===== src/rtl/mem_access_unit.sv =====
// Multi-cycle load/store unit: moves 1/2/4 bytes big-endian, one byte per cycle, to a byte-wide memory.
// Optional feature: define MISALIGN_TRAP_EN to trap misaligned half/word accesses instead of aligning them.
module mem_access_unit #(
  parameter int ADDR_W = 11,
  parameter int TAG_W  = 5
) (
  input  logic              clk,
  input  logic              rst_n,
  input  logic              reqValid,
  output logic              reqReady,
  input  logic              reqWrite,
  input  logic [1:0]        reqSize,
  input  logic              reqUnsigned,
  input  logic [31:0]       reqAddr,
  input  logic [31:0]       reqWdata,
  input  logic [TAG_W-1:0]  reqTag,
  output logic [ADDR_W-1:0] memAddr,
  output logic              memWe,
  output logic [7:0]        memWdata,
  input  logic [7:0]        memRdata,
  output logic              rspValid,
  input  logic              rspReady,
  output logic [31:0]       rspData,
  output logic [TAG_W-1:0]  rspTag,
  output logic              rspErr,
  output logic [1:0]        dbg_state
);

  // Handshakes: a transfer happens on a rising edge where valid and ready are both 1;
  // valid never drops and its payload never changes until that edge.

  typedef enum logic [1:0] {
    IDLE   = 2'd0,
    ACCESS = 2'd1,
    RESP   = 2'd2
  } state_e;

  state_e             state_q;
  logic               write_q;
  logic               unsigned_q;
  logic [1:0]         size_q;
  logic [TAG_W-1:0]   tag_q;
  logic [31:0]        wdata_q;
  logic [ADDR_W-1:0]  base_q;
  logic [1:0]         idx_q;
  logic [1:0]         last_q;
  logic [31:0]        acc_q;
  logic [31:0]        rsp_data_q;
  logic               rsp_err_q;

  logic [ADDR_W-1:0]  req_base;
  logic [1:0]         req_last;
  logic               req_trap;
  logic [31:0]        acc_d;
  logic [31:0]        load_ext;
  logic [1:0]         byte_sel;
  logic               in_access;
  logic               unused_addr_hi;

  assign unused_addr_hi = ^reqAddr[31:ADDR_W];

  always_comb begin
    req_base = reqAddr[ADDR_W-1:0];
    req_last = 2'd3;
    case (reqSize)
      2'b00: req_last = 2'd0;
      2'b01: begin
        req_last    = 2'd1;
        req_base[0] = 1'b0;
      end
      default: begin
        req_last      = 2'd3;
        req_base[1:0] = 2'b00;
      end
    endcase
  end

`ifdef MISALIGN_TRAP_EN
  always_comb begin
    case (reqSize)
      2'b00:   req_trap = 1'b0;
      2'b01:   req_trap = reqAddr[0];
      default: req_trap = |reqAddr[1:0];
    endcase
  end
`else
  assign req_trap = 1'b0;
`endif

  // Loads shift in from the right, so the lowest address ends up most significant.
  assign acc_d = {acc_q[23:0], memRdata};

  always_comb begin
    case (size_q)
      2'b00:   load_ext = unsigned_q ? {24'd0, acc_d[7:0]}  : {{24{acc_d[7]}}, acc_d[7:0]};
      2'b01:   load_ext = unsigned_q ? {16'd0, acc_d[15:0]} : {{16{acc_d[15]}}, acc_d[15:0]};
      default: load_ext = acc_d;
    endcase
  end

  always_ff @(posedge clk or negedge rst_n) begin
    if (!rst_n) begin
      state_q    <= IDLE;
      write_q    <= 1'b0;
      unsigned_q <= 1'b0;
      size_q     <= 2'b00;
      tag_q      <= '0;
      wdata_q    <= 32'd0;
      base_q     <= '0;
      idx_q      <= 2'd0;
      last_q     <= 2'd0;
      acc_q      <= 32'd0;
      rsp_data_q <= 32'd0;
      rsp_err_q  <= 1'b0;
    end else begin
      case (state_q)
        IDLE: begin
          if (reqValid) begin
            write_q    <= reqWrite;
            unsigned_q <= reqUnsigned;
            size_q     <= reqSize;
            tag_q      <= reqTag;
            wdata_q    <= reqWdata;
            base_q     <= req_base;
            last_q     <= req_last;
            idx_q      <= 2'd0;
            acc_q      <= 32'd0;
            rsp_data_q <= 32'd0;
            rsp_err_q  <= req_trap;
            state_q    <= req_trap ? RESP : ACCESS;
          end
        end
        ACCESS: begin
          if (!write_q) begin
            acc_q <= acc_d;
          end
          if (idx_q == last_q) begin
            rsp_data_q <= write_q ? 32'd0 : load_ext;
            state_q    <= RESP;
          end else begin
            idx_q <= idx_q + 2'd1;
          end
        end
        RESP: begin
          if (rspReady) begin
            state_q <= IDLE;
          end
        end
        default: state_q <= IDLE;
      endcase
    end
  end

  assign in_access = (state_q == ACCESS);
  // Byte N-1-idx of the store word: most significant byte goes out first.
  assign byte_sel  = last_q - idx_q;

  always_comb begin
    memWe    = 1'b0;
    memAddr  = '0;
    memWdata = 8'd0;
    if (in_access) begin
      memAddr = base_q + ADDR_W'(idx_q);
      if (write_q) begin
        memWe = 1'b1;
        case (byte_sel)
          2'd0:    memWdata = wdata_q[7:0];
          2'd1:    memWdata = wdata_q[15:8];
          2'd2:    memWdata = wdata_q[23:16];
          default: memWdata = wdata_q[31:24];
        endcase
      end
    end
  end

  assign reqReady  = (state_q == IDLE);
  assign rspValid  = (state_q == RESP);
  assign rspData   = rsp_data_q;
  assign rspTag    = tag_q;
  assign rspErr    = rsp_err_q;
  assign dbg_state = state_q;

endmodule


===== config.mk =====
export PLATFORM = sky130hd
export DESIGN_NAME = mem_access_unit
export DESIGN_NICKNAME = d
export VERILOG_FILES = /design/src/rtl/mem_access_unit.sv
export SDC_FILE = /design/constraint.sdc
export NUM_CORES = 1
export LEC_CHECK = 0
export BUFFER_PORTS_ARGS = -buffer_cell sky130_fd_sc_hd__buf_2
export CAP_MARGIN = 25
export CORE_ASPECT_RATIO = 1.4
export CORE_MARGIN = 2
export CORE_UTILIZATION = 55
export CTS_CLUSTER_DIAMETER = 60
export DETAILED_ROUTE_END_ITERATION = 12
export PLACE_DENSITY = 0.84
export SETUP_SLACK_MARGIN = 0.02
export SLEW_MARGIN = 5
export SYNTH_ARGS = -nofsm -noshare
export SYNTH_HDL_FRONTEND = slang
export SYNTH_SLANG_ARGS = --single-unit

===== constraint.sdc =====
create_clock -name clk -period 3.6 [get_ports clk]
set_clock_uncertainty 0.05 [all_clocks]
set_input_delay 0.72 -clock clk [delete_from_list [all_inputs] [get_ports clk]]
set_output_delay 0.72 -clock clk [all_outputs]
set_load 0.03 [all_outputs]

==> results of run 1 <==
==> cell usage after synthesis, drive strengths merged, types with 2 or more instances <==
cell type and instances:
a21o 8, and2 8, nand2b 6, a21oi 24
nand3 10, a221oi 7, o31ai 3, ha 3
o21ai 29, mux2 16, a32o 17, nor2 7
dfrtp 114, clkbuf 22, nand3b 2, inv 34
or4 3, buf 14, mux2i 4, nor4 2
o22ai 24, nand2 150, nor2b 12, or3 4
or3b 2, nor3b 2
==> per-layer routing <==
metal | up-vias | global-route usage, % | routed length [um]
met1 | 2216 | 31.3 | 4840
met2 | 217 | 42.5 | 6710
met3 | 31 | 7.63 | 834
met5 | - | 0 | 0
met4 | 0 | 10.6 | 294
li1 | 2080 | - | -
==> stage by stage <==
step,power [mW],setup WS [ps],hold slack [ps],util (%),cells
finish,7.18,208,367,69.4,781
global route,7.63,103,440,69.4,781
CTS,7.19,226,400,69.4,780
detailed placement,5.55,673,408,63.3,750
global placement,5.41,719,401,63.3,750
floorplan,4.68,626,374,-,543
==> final cells by class <==
cell class	count	area (um^2)
inverter	35	131
tap	110	138
fill	706	2860
multi-input combinational	358	2110
sequential	114	2850
clock inverter	5	50.0
clock buffer	25	515
timing repair buffer	134	698
==> state kept, by name, summed over array words and instances, names as in the netlist <==
register,cells
wdata_q,32
write_q,1
base_q,11
rspData,32
last_q,2
size_q,2
dbg_state,2
acc_q,24
idx_q,2
rspTag,5
unsigned_q,1
==> cells by family (layout without fill, tap and decap cells) <==
logic type	Yosys count	after routing	synth area share (%)
compound gates	118	118	15.3
xor+xnor	4	4	1.24
fa+ha+maj	4	4	1.10
buf+inv	71	199	5.65
flops	114	114	54.3
mux	21	21	4.62
other cells	1	1	0.0714
simple gates	210	210	17.7
==> worst max-delay path, delay by kind of cell (launching register included) <==
| family | cells | cell delay, ps |
|---|---|---|
| adder cells (fa/ha/maj) | 2 | 590 |
| flip-flops | 1 | 410 |
| AO/OA/AOI/OAI | 1 | 170 |
| buffers and inverters | 2 | 270 |
| AND/OR/NAND/NOR | 2 | 760 |
==> cell usage in the layout (no fill, tap or decap), drive strengths merged, types with 5 or more instances in the layout <==
cell type and count:
o22ai 24, nand3 10, clkinv 5, a221oi 7
nor2 7, a32o 17, buf 134, clkbuf 25
nand2 150, inv 34, mux2 16, nor2b 12
a21o 8, dfrtp 114, and2 8, a21oi 24
o21ai 29, nand2b 6
==> report_power, final <==
part,leakage (nW),internal [mW],switching (mW)
clock network,0.285,1.04,0.538
registers,1.47,1.88,0.414
logic,1.62,1.14,2.17
==> worst max path at each step <==
stage	from	end	slack, ps	cells after the start
6_report	idx_q[0]	memAddr[10]	210	7
5_1_grt	idx_q[0]	memAddr[10]	100	7
4_1_cts	idx_q[0]	memAddr[10]	230	7
3_5_place_dp	idx_q[0]	memAddr[10]	670	7
3_3_place_gp	idx_q[0]	memAddr[10]	720	7
2_1_floorplan	idx_q[0]	memWdata[0]	630	5
==> insert_results.sql, run 1 <==
INSERT INTO impl_metrics (metric_group, metric, value, unit) VALUES
('placement', 'io_buffers', '124', ''),
('floorplanning', 'floorplan.initialDensity', '56.2', '%'),
('routing', 'drt_iter0_markers', '328', ''),
('clocking', 'postCtsSetupRepairBufs', '0', ''),
('worst_setup_path', 'rr_endpoint', 'rspData[24]', ''),
('sta', 'min_period', '3390', 'ps'),
('clocking', 'clkLatencyLatePin', '410', 'ps'),
('floorplanning', 'std_cell_rows', '42', ''),
('sta', 'unrepaired_setup_endpoints_after_global_routing', 'false', ''),
('clocking', 'clock_sinks', '114', ''),
('pwr', 'peakVddDrop', '0.592', 'mV'),
('sta', 'timing.fmax', '295', 'MHz'),
('cells_and_area', 'syn2layout_area_growth', '23.7', '%'),
('clocking', 'tritoncts', 'built', ''),
('routing', 'route.final.wire_length', '12700', 'um'),
('yosys', 'ys.flop_type', 'sky130_fd_sc_hd__dfrtp_1', ''),
('clocking', 'cts_htree_levels', '4', ''),
('yosys', 'netlist.area_leader.share', '54.3', '%'),
('clocking', 'holdBufCountCts', '0', ''),
('cells_and_area', 'final_design_area_no_fill', '6490', 'um^2'),
('routing', 'firstDrtPassIters', '7', ''),
('worst_setup_path', 'worst-setup-path-type', 'reg2out', ''),
('routing', 'route.vias.total', '4544', ''),
('clocking', 'cts.clk_slew.worst_paths', '50', 'ps'),
('yosys', 'synth_top_cells_by_area', 'sky130_fd_sc_hd__dfrtp_1, sky130_fd_sc_hd__nand2_1, sky130_fd_sc_hd__mux2_2', ''),
('global_route', 'grt_pass1_vias', '4401', ''),
('worst_setup_path', 'cp-end-kind', 'primary output', ''),
('worst_setup_path', 'worstReg2RegStart', 'dbg_state[0]', ''),
('sta', 'setup_total_negative_slack', '0', 'ps'),
('worst_setup_path', 'critical_path_peak_fanout', '7', ''),
('worst_setup_path', 'crit_chain', 'ha_1, inv_1, fa_1, nand2b_1, or4_1, a21oi_1, buf_2', ''),
('routing', 'drc_errors', '0', ''),
('worst_setup_path', 'worstSetupStartpointType', 'flip-flop', ''),
('floorplanning', 'die_w', '86.6', 'um'),
('floorplanning', 'core_region_area', '9350', 'um^2'),
('global_route', 'globalRouteTotalUtil', '25.8', '%'),
('cells_and_area', 'n_antenna_cell', '0', ''),
('flow_run', 'max_cap_viol_count', '0', ''),
('global_route', 'grt_overflow_total', '0', ''),
('global_route', 'grt_pass1_wl', '20800', 'um'),
('worst_setup_path', 'arrival', '2620', 'ps'),
('clocking', 'clock_tree.buffer_depth', '2', ''),
('floorplanning', 'pin_count', '147', ''),
('placement', 'gp_congestion', '0.870', ''),
('yosys', 'synthesis.instances', '543', ''),
('yosys', 'synth_area', '5250', 'um^2'),
('placement', 'post-dp-hpwl', '8460', 'um'),
('worst_setup_path', 'worst-r2r-cell-count', '3', ''),
('worst_setup_path', 'required', '2830', 'ps'),
('sta', 'timing.final.crit_share', '94.2', '%'),
('hold_path', 'holdCritPathClass', 'in2async', ''),
('sta', 'final_hold_vios', '0', ''),
('worst_setup_path', 'cp_slowest_stage_delay', '510', 'ps'),
('clocking', 'clk_root_buffer_cell', 'sky130_fd_sc_hd__clkbuf_16', ''),
('placement', 'detailed_place.area', '5920', 'um^2'),
('yosys', 'share_of_the_yosys_chip_area_belonging_to_registers', '54.3', '%'),
('global_route', 'grt_start_max_net_pins', '70', ''),
('routing', 'dr_wl_cell', '16.2', 'um'),
('routing', 'count_of_antenna_violating_nets_left_after_detailed_routing', '0', ''),
('run_status', 'status', 'finished, final reports clean', ''),
('yosys', 'synth-async-reset-ratio', '100', '%'),
('worst_setup_path', 'crit_path_top_delay_cell', 'sky130_fd_sc_hd__or4_1', ''),
('yosys', 'synth_area_per_cell', '9.67', 'um^2'),
('yosys', 'netlist-cell-type-count', '46', ''),
('routing', 'route.detailed.vias_per_inst', '5.82', ''),
('pwr', 'p_leak', '3.37', 'nW'),
('yosys', 'ys_seq_elements', '114', ''),
('cells_and_area', 'nets', '749', ''),
('worst_setup_path', 'regToRegSetupSlack', '1160', 'ps'),
('yosys', 'synth_largest_area_cell', 'sky130_fd_sc_hd__dfrtp_1', ''),
('cells_and_area', 'fraction_of_final_layout_cells_with_drive_strength_greater_than_1', '27.6', '%');
No activity file was read; power rests on OpenSTA's default activity.
==> inputs of run 2 (changes only) <==
--- a/config.mk
+++ b/config.mk
@@ -5,7 +5,7 @@
 export SDC_FILE = /design/constraint.sdc
 export NUM_CORES = 1
 export LEC_CHECK = 0
-export BUFFER_PORTS_ARGS = -buffer_cell sky130_fd_sc_hd__buf_2
+export BUFFER_PORTS_ARGS = -buffer_cell sky130_fd_sc_hd__buf_4
 export CAP_MARGIN = 25
 export CORE_ASPECT_RATIO = 1.4
 export CORE_MARGIN = 2
==> insert_results.sql, run 2 (synthesis results as in run 1) <==
INSERT INTO impl_metrics (metric_group, metric, value, unit) VALUES
('cells_and_area', 'layout.cells.non_filler', '782', ''),
('routing', 'route.detailed.vias_per_inst', '5.67', ''),
('sta', 'unrepaired_setup_endpoints_after_global_routing', 'false', ''),
('routing', 'route.final.wire_length', '12800', 'um'),
('global_route', 'grt_overflow_total', '0', ''),
('pwr', 'design_power_total', '7.51', 'mW'),
('worst_setup_path', 'crit_path_top_delay_cell', 'sky130_fd_sc_hd__or4_1', ''),
('cells_and_area', 'mostFrequentLayoutCell', 'sky130_fd_sc_hd__nand2_1', ''),
('global_route', 'globalRouteTotalUtil', '26.0', '%'),
('clocking', 'ctsResizeCount', '0', ''),
('floorplanning', 'core_region_area', '9350', 'um^2'),
('routing', 'drt_iter0_markers', '264', ''),
('placement', 'io_buffers', '124', ''),
('floorplanning', 'fp.dieArea', '10400', 'um^2'),
('routing', 'drc_errors', '0', ''),
('global_route', 'grt_start_max_net_pins', '99', ''),
('clocking', 'cts.clk_slew.worst_paths', '50', 'ps'),
('placement', 'dp_worst_setup_slack', '700', 'ps'),
('sta', 'final_hold_vios', '0', ''),
('cells_and_area', 'syn2layout_area_growth', '30.5', '%'),
('sta', 'finalSetupViolCount', '0', ''),
('clocking', 'clk_root_buffer_cell', 'sky130_fd_sc_hd__clkbuf_16', ''),
('worst_setup_path', 'critical_path_peak_fanout', '7', ''),
('cells_and_area', 'n_antenna_cell', '0', ''),
('worst_setup_path', 'timing.critical_path.max_delay_family', 'simple AND/OR/NAND/NOR gates', ''),
('clocking', 'clock_sinks', '114', ''),
('flow_run', 'max_cap_viol_count', '0', ''),
('sta', 'slew_headroom', '48.1', '%'),
('worst_setup_path', 'required', '2830', 'ps'),
('placement', 'detailed_place.area', '6230', 'um^2'),
('worst_setup_path', 'worstSetupStartpointType', 'flip-flop', ''),
('floorplanning', 'die_w', '86.6', 'um'),
('routing', 'count_of_antenna_violating_nets_left_after_detailed_routing', '0', ''),
('sta', 'timing.fmax', '296', 'MHz'),
('worst_setup_path', 'cp_slowest_stage_delay', '490', 'ps'),
('routing', 'firstDrtPassIters', '7', ''),
('clocking', 'cts_htree_levels', '4', ''),
('pwr', 'power_density', '1100', 'nW/um^2'),
('global_route', 'grt_pass1_vias', '4553', ''),
('worst_setup_path', 'crit_chain', 'ha_1, inv_1, fa_1, nand2b_1, or4_1, a21oi_1, buf_4', ''),
('pwr', 'peakVddDrop', '0.512', 'mV'),
('hold_path', 'holdCritPathClass', 'in2async', ''),
('worst_setup_path', 'arrival', '2610', 'ps'),
('global_route', 'grt_pass1_wl', '21100', 'um'),
('worst_setup_path', 'worst-setup-path-type', 'reg2out', ''),
('sta', 'hold_slack', '117', 'ps'),
('sta', 'setup_total_negative_slack', '0', 'ps'),
('cells_and_area', 'finalCoreUtilization', '73.3', '%'),
('sta', 'min_period', '3380', 'ps'),
('sta', 'slew_violations', '0', ''),
('floorplanning', 'floorplan.initialDensity', '56.2', '%'),
('floorplanning', 'chipHeight', '120', 'um'),
('placement', 'gp_congestion', '0.871', ''),
('run_status', 'status', 'finished, final reports clean', ''),
('placement', 'post-dp-hpwl', '8600', 'um'),
('clocking', 'clock_tree.buffer_depth', '2', ''),
('worst_setup_path', 'cp-end-kind', 'primary output', ''),
('cells_and_area', 'fraction_of_final_layout_cells_with_drive_strength_greater_than_1', '28.0', '%'),
('clocking', 'cts-buffers-inserted', '17', ''),
('cells_and_area', 'nets', '748', ''),
('clocking', 'tritoncts', 'built', ''),
('sta', 'worst-slew-pin-transition', '779', 'ps'),
('pwr', 'p_leak', '3.44', 'nW'),
('worst_setup_path', 'critical_path.n_buffers_inverters', '2', ''),
('routing', 'route.vias.total', '4433', ''),
('floorplanning', 'std_cell_rows', '42', ''),
('floorplanning', 'pin_count', '147', ''),
('clocking', 'holdBufCountCts', '0', ''),
('sta', 'timing.final.crit_share', '94.0', '%'),
('global_route', 'antenna_found_initial', '0', ''),
('placement', 'placed_cells_incl_taps', '749', ''),
('clocking', 'clkLatencyLatePin', '410', 'ps'),
('cells_and_area', 'final_design_area_no_fill', '6860', 'um^2'),
('sta', 'finalWorstSetupSlack', '218', 'ps'),
('clocking', 'postCtsSetupRepairBufs', '0', ''),
('cells_and_area', 'mostFrequentLayoutCells', 'sky130_fd_sc_hd__nand2_1, sky130_fd_sc_hd__buf_4, sky130_fd_sc_hd__dfrtp_1', ''),
('routing', 'dr_wl_cell', '16.4', 'um');
run 2: cell types whose count changed in the layout (fill, tap and decap cells not counted), moves of 2 or more:
cell | before | now
sky130_fd_sc_hd__buf_2 | 123 | 0
sky130_fd_sc_hd__buf_4 | 11 | 132
sky130_fd_sc_hd__clkinvlp_4 | 0 | 5
sky130_fd_sc_hd__clkbuf_8 | 6 | 2
sky130_fd_sc_hd__bufinv_16 | 1 | 3
sky130_fd_sc_hd__clkbuf_1 | 2 | 0
sky130_fd_sc_hd__clkinv_4 | 0 | 2
run 2: per-layer routing:
metal	part of all wire [%]	wire length [um]	track usage (%)
met2	53	6750	43.4
met3	6.2	796	5.64
met5	0	0	0
met4	2.7	340	12.0
met1	38	4900	31.7
run 2: final cells by class:
cell class | count | area [um^2]
clock buffer | 19 | 453
clock inverter | 13 | 160
fill | 652 | 2500
inverter | 35 | 131
multi-input combinational | 358 | 2110
sequential | 114 | 2850
tap | 110 | 138
timing repair buffer | 133 | 1010
run 2: worst register-to-register path: stages (launching register included):
cell	delay (ps)
sky130_fd_sc_hd__dfrtp_1	670
sky130_fd_sc_hd__or3b_1	700
sky130_fd_sc_hd__a211oi_4	650
sky130_fd_sc_hd__a32o_1	280
run 2: where the power goes:
group          leakage, nW  total, mW  switching, mW  internal (mW)
sequential            1.47       2.32          0.440           1.88
clock                0.287       1.71          0.593           1.12
combinational         1.68       3.48           2.14           1.34
total                 3.44       7.51           3.17           4.34
run 2: worst paths after layout:
path	start	slack, ps	depth (start not counted)	end
worst max-delay path	idx_q[0]	220	7	memAddr[10]
worst min-delay path	rst_n	120	1	rspData[29]
worst max register to register	dbg_state[0]	1180	3	rspData[24]
worst min register to register	wdata_q[11]	420	2	wdata_q[11]
max in group asynchronous	rst_n	2590	2	rspData[0]
min in group clk	wdata_q[11]	420	2	wdata_q[11]
